`src/rtl/usb11_tx_sched.sv`:
```
// Transmit scheduler for the low-speed USB send engine: arbitrates two requesters,
// streams buffer bytes to the engine, guards the frame end. Option: USB11_SCHED_RR_EN.
module usb11_tx_sched #(
   parameter int FRAME_CLKS = 12000,
   parameter int LATE_CLKS  = 1200,
   parameter int WD_CLKS    = 1024
) (
   input  logic       clk,
   input  logic       rst_n,
   input  logic [1:0] req,
   input  logic [3:0] len0,
   input  logic [3:0] len1,
   output logic       rd_sel,
   output logic [2:0] rd_idx,
   input  logic [7:0] rd_data0,
   input  logic [7:0] rd_data1,
   output logic [1:0] gnt,
   output logic [1:0] done,
   output logic [1:0] err,
   output logic       busy,
   output logic [7:0] sbyte,
   output logic       start_pkt,
   output logic       last_pkt_byte,
   input  logic       show_next,
   input  logic       pkt_end,
   input  logic       eop
);

   localparam logic [2:0] IDLE     = 3'd0;
   localparam logic [2:0] ARB      = 3'd1;
   localparam logic [2:0] FETCH    = 3'd2;
   localparam logic [2:0] START    = 3'd3;
   localparam logic [2:0] SEND     = 3'd4;
   localparam logic [2:0] WAIT_END = 3'd5;

   logic [2:0]  state;
   logic [13:0] frame_cnt;
   logic        eop_q;
   logic [3:0]  len_q;
   logic        pend;
   logic [10:0] wd_cnt;
   logic        win_nxt;
   logic [3:0]  len_sel;
   logic [7:0]  rd_data;
   logic        eop_rise;
   logic        can_start;
   logic        at_last;

`ifdef USB11_SCHED_RR_EN
   logic rr_last;
   assign win_nxt = (req == 2'b11) ? ~rr_last : ~req[0];

   // Pointer only matters back in IDLE, so recording the winner at grant time
   // is equivalent to recording it when the transaction ends.
   always_ff @(posedge clk or negedge rst_n) begin
      if (!rst_n)
         rr_last <= 1'b1;
      else if (state == IDLE && can_start)
         rr_last <= win_nxt;
   end
`else
   assign win_nxt = ~req[0];
`endif

   assign len_sel   = win_nxt ? len1 : len0;
   assign rd_data   = rd_sel ? rd_data1 : rd_data0;
   assign eop_rise  = eop & ~eop_q;
   assign can_start = (|req) && !eop && (frame_cnt < 14'(FRAME_CLKS - LATE_CLKS));
   assign at_last   = ({1'b0, rd_idx} == (len_q - 4'd1));
   assign busy      = (state != IDLE);
   // pend masks the one clock where rd_idx has advanced but sbyte still holds the prior byte
   assign last_pkt_byte = at_last && !pend &&
                          (state == START || state == SEND || state == WAIT_END);

   always_ff @(posedge clk or negedge rst_n) begin
      if (!rst_n) begin
         state     <= IDLE;
         frame_cnt <= '0;
         eop_q     <= 1'b0;
         len_q     <= '0;
         pend      <= 1'b0;
         wd_cnt    <= '0;
         gnt       <= '0;
         done      <= '0;
         err       <= '0;
         sbyte     <= '0;
         start_pkt <= 1'b0;
         rd_sel    <= 1'b0;
         rd_idx    <= '0;
      end else begin
         eop_q <= eop;
         if (eop_q && !eop)
            frame_cnt <= '0;
         else if (frame_cnt != 14'(FRAME_CLKS - 1))
            frame_cnt <= frame_cnt + 14'd1;
         done      <= '0;
         err       <= '0;
         start_pkt <= 1'b0;
         case (state)
            IDLE: if (can_start) begin
               state  <= ARB;
               gnt    <= win_nxt ? 2'b10 : 2'b01;
               rd_sel <= win_nxt;
               rd_idx <= '0;
               len_q  <= len_sel;
               pend   <= 1'b0;
            end
            ARB: if (len_q == 4'd0 || len_q > 4'd8) begin
               err   <= gnt;
               gnt   <= '0;
               state <= IDLE;
            end else
               state <= FETCH;
            FETCH: if (eop) begin
               err   <= gnt;
               gnt   <= '0;
               state <= IDLE;
            end else begin
               sbyte     <= rd_data;
               start_pkt <= 1'b1;
               state     <= START;
            end
            START: state <= SEND;
            SEND: if (eop_rise) begin
               err   <= gnt;
               gnt   <= '0;
               state <= IDLE;
            end else if (pend) begin
               sbyte <= rd_data;
               pend  <= 1'b0;
            end else if (at_last) begin
               state  <= WAIT_END;
               wd_cnt <= '0;
            end else if (show_next) begin
               rd_idx <= rd_idx + 3'd1;
               pend   <= 1'b1;
            end
            WAIT_END: if (pkt_end) begin
               done  <= gnt;
               gnt   <= '0;
               state <= IDLE;
            end else if (eop_rise || wd_cnt == 11'(WD_CLKS - 1)) begin
               err   <= gnt;
               gnt   <= '0;
               state <= IDLE;
            end else
               wd_cnt <= wd_cnt + 11'd1;
            default: state <= IDLE;
         endcase
      end
   end

endmodule

```
`config.mk`:
```
export PLATFORM = sky130hd
export DESIGN_NAME = usb11_tx_sched
export DESIGN_NICKNAME = d
export VERILOG_FILES = /design/src/rtl/usb11_tx_sched.sv
export SDC_FILE = /design/constraint.sdc
export NUM_CORES = 1
export LEC_CHECK = 0
export BUFFER_PORTS_ARGS = -buffer_cell sky130_fd_sc_hd__buf_2
export CAP_MARGIN = 15
export CELL_PAD_IN_SITES_DETAIL_PLACEMENT = 0
export CELL_PAD_IN_SITES_GLOBAL_PLACEMENT = 1
export CORE_MARGIN = 3
export CORE_UTILIZATION = 45
export CTS_CLUSTER_SIZE = 24
export DETAILED_ROUTE_END_ITERATION = 12
export PLACE_DENSITY_LB_ADDON = 0.1
export SLEW_MARGIN = 20
export SYNTH_ARGS = -nofsm -noshare
export SYNTH_HDL_FRONTEND = slang
export SYNTH_SLANG_ARGS = --single-unit
```
`constraint.sdc`:
```
create_clock -name clk -period 5.4 [get_ports clk]
set_input_delay 1.08 -clock clk [delete_from_list [all_inputs] [get_ports clk]]
set_output_delay 1.08 -clock clk [all_outputs]
set_load 0.01 [all_outputs]
```
==> reports/results.txt <==
Status = finished, final reports clean
Relative slew slack = 44.3%
Cell depth of the worst setup path = 7
Initial core utilization = 47.4%
Synth area leader = dfrtp_1
Syn. warnings = 0
CP max stage delay = 420 ps
Seq cells post-synth = 53
Yosys top cell area share = 46.1%
Layout fillers = 574
Syn nets = 323
RSZ-0062 raised after global routing = no
Routed vias = 2214
Crit path max-delay cell type = dfrtp_1
Post-CTS Hold Buffers = 0
FF-to-FF End = rd_idx[0]$_DFFE_PN0P_
Syn Area/Cell = 10.0 sq um
P per Cell Area = 409 mW/mm^2
DR vias/cell = 5.37
Drt total wl = 5.78 mm
Sequential area share after synthesis = 46.1%
Crit end category = output pin
Measured slew at the worst slew-check pin = 829 ps
Ys flop type = dfrtp_1
Crit path DAT = 1890 ps
Grt ovf = 0
Die Wd = 85.9 um
Setup WS pre-CTS = 2680 ps
Fin cells = 412
Setup TNS = 0 ps
Ant diodes = 0
I/O pins = 52
Setup Skew = 9.46 ps
Worst IR Drop VDD = 0.000242 V
Critical path class = register to output pin
Clock Tree Buf Depth = 2
Final setup viols = 0
Largest net degree at the start of global routing = 54
Final Hold Viols = 0
Initial antenna violation count = 0
Worst skew pair latency = 300 ps
# port buffers = 51
Mapped cell area = 0.00288 sq mm
Resized Gates After CTS = 0
CP top delay family = flip-flops
Via count of the first global-routing pass = 2064
Fmax = 336 MHz
Post-layout nets = 372
DP Wirelength = 4.13 mm
Fin crit share = 55.0%
Core area = 0.00606 sq mm
Cell Chain, Critical Path = inv_1 -> ha_1 -> xor2_1 -> o211a_1 -> nand3b_1 -> a21oi_1 -> buf_2
DRC viols = 0
Global-route usage over all layers = 16.8%
Post-layout util = 54.4%
Number of clock sinks = 53
CTS clk-pin slew, worst paths = 100 ps
Layout cells sized above 1 = 27.3%
Hold WS = 496 ps
Critical Path Source = len_q[0]$_DFFE_PN0P_
Worst setup margin = 2430 ps
CP Max Fanout = 5
Max_cap viols = 0
Area Growth Syn to Fin = 14.7%
Tot Pwr = 1.35 mW
Routability cong. = 0.791
Ys async rst share = 100%
Die ar. = 0.00738 sq mm
Cells after synthesis = 287
CP required = 4320 ps
CTS Root Cell = clkbuf_8
Final Max Tran Viols = 0
Post-synth EDFFs = 0
Reg-to-reg slack, setup = 3240 ps
Worst r2r path cells = 5
CTS tree = done
Dpl cell area = 0.00318 sq mm
Hold WC Path Type = register to register
Final min period = 2970 ps
Chip height = 85.9 um
RR Startpoint = frame_cnt[8]$_DFFE_PN0P_
Setup repair bufs after CTS = 0
H-tree levels = 2
Global-route wire length before repair = 10.1 mm
Startpoint types = register
Largest cells by area after synthesis = dfrtp_1, mux2_2, nor2_1
Routed Antenna Nets = 0
WP buf/inv = 2
Num CTS Buffers = 5
Design area = 0.00330 sq mm
DR WL/cell = 14.0 um
DRT iter0 DRCs = 113
Synth unique cells = 58
Leakage = 1.53 nW
DRT Pass-1 Iters = 4
Hold path start = wd_cnt[9]$_DFFE_PN0P_
Critical Path End = last_pkt_byte
Post-placement cell count = 404
Core Rows = 28
cells by family (layout without fill, tap and decap cells):
| kind of cell | after synthesis | count (layout) | share of synthesized area [%] |
|---|---|---|---|
| muxes | 24 | 24 | 9.09 |
| and+or+nand+nor | 107 | 107 | 20.7 |
| buffers and inverters | 26 | 76 | 4.09 |
| adders and majority gates | 5 | 5 | 2.18 |
| AOI/OAI and AO/OA | 58 | 58 | 13.5 |
| xor gates and xnor gates | 14 | 14 | 4.26 |
| DFF | 53 | 53 | 46.1 |
how the worst min path moves through the flow:
stage          slack (ps)  cells after the start                    end
3_5_place_dp          480                      1  wd_cnt[9]$_DFFE_PN0P_
2_1_floorplan         450                      1  wd_cnt[9]$_DFFE_PN0P_
5_1_grt               520                      1   sbyte[2]$_DFFE_PN0P_
3_3_place_gp          470                      1  wd_cnt[9]$_DFFE_PN0P_
6_report              500                      1  wd_cnt[9]$_DFFE_PN0P_
4_1_cts               490                      1  wd_cnt[9]$_DFFE_PN0P_
flip-flops by register name, indices dropped and copies added, names as in the netlist, 2 cells and up:
register and count:
frame_cnt 14, wd_cnt 11, gnt 2, done 2, rd_idx 3, state 3, len_q 4, sbyte 8
err 2
cell usage after synthesis (all sizes together) (2+ instances only):
library cell  instances
dfrtp                53
nor2                 26
nand2                21
mux2                 17
nand3                16
inv                  15
a21oi                12
o21ai                11
nor3                  9
xnor2                 9
a31oi                 7
buf                   7
mux2i                 7
nand2b                6
ha                    5
nor4                  5
xor2                  5
clkbuf                4
nor2b                 4
or3                   4
and2                  3
and3                  3
nand3b                3
o31ai                 3
a211oi                2
a21boi                2
a21o                  2
a41oi                 2
and4                  2
o211ai                2
o21a                  2
o22ai                 2
o311ai                2
layout make-up:
cell class	instances	area, sq um	area share [%]
Multi-Input combinational cell	208	1430	43.4
Sequential cell	53	1330	40.2
Timing Repair Buffer	53	270	8.19
Tap cell	75	93.8	2.85
Clock buffer	6	82.6	2.50
Inverter	15	56.3	1.71
Clock inverter	2	37.5	1.14
metal layers:
| layer | vias to the layer above | track usage, % | part of all wire (%) |
|---|---|---|---|
| li1 | 1124 | - | - |
| met1 | 1030 | 24.5 | 50 |
| met2 | 58 | 25.2 | 43 |
| met3 | 2 | 4.23 | 6.1 |
| met4 | 0 | 3.74 | 0.43 |
| met5 | - | 0 | 0 |
worst register-to-register path, delay by kind of cell (launching register included):
kind            cells  cell delay, ps
compound gates      2             730
flops               1             490
simple gates        2             580
mux                 1             260
cells in the final DEF (no fill, tap or decap), types with 3 or more instances in the layout:
| master | Yosys | layout |
|---|---|---|
| o21ai_0 | 10 | 10 |
| a31oi_1 | 7 | 7 |
| nor2b_1 | 4 | 4 |
| dfrtp_1 | 53 | 53 |
| ha_1 | 5 | 5 |
| a21oi_1 | 12 | 12 |
| xnor2_1 | 9 | 9 |
| mux2i_1 | 7 | 7 |
| and2_1 | 3 | 3 |
| o31ai_1 | 3 | 3 |
| buf_2 | 3 | 51 |
| nand3b_1 | 3 | 3 |
| nor2_1 | 25 | 25 |
| nand2b_1 | 6 | 6 |
| nor3_1 | 8 | 8 |
| mux2_2 | 17 | 17 |
| xor2_1 | 5 | 5 |
| nand3_1 | 15 | 15 |
| inv_1 | 15 | 15 |
| clkbuf_8 | 0 | 6 |
| nand2_1 | 21 | 21 |
power breakdown:
group	leakage, nW	switching, mW	internal, mW
logic	0.776	0.243	0.220
registers	0.694	0.112	0.496
clock network	0.0574	0.128	0.151
(Power assumes the default switching activity.)
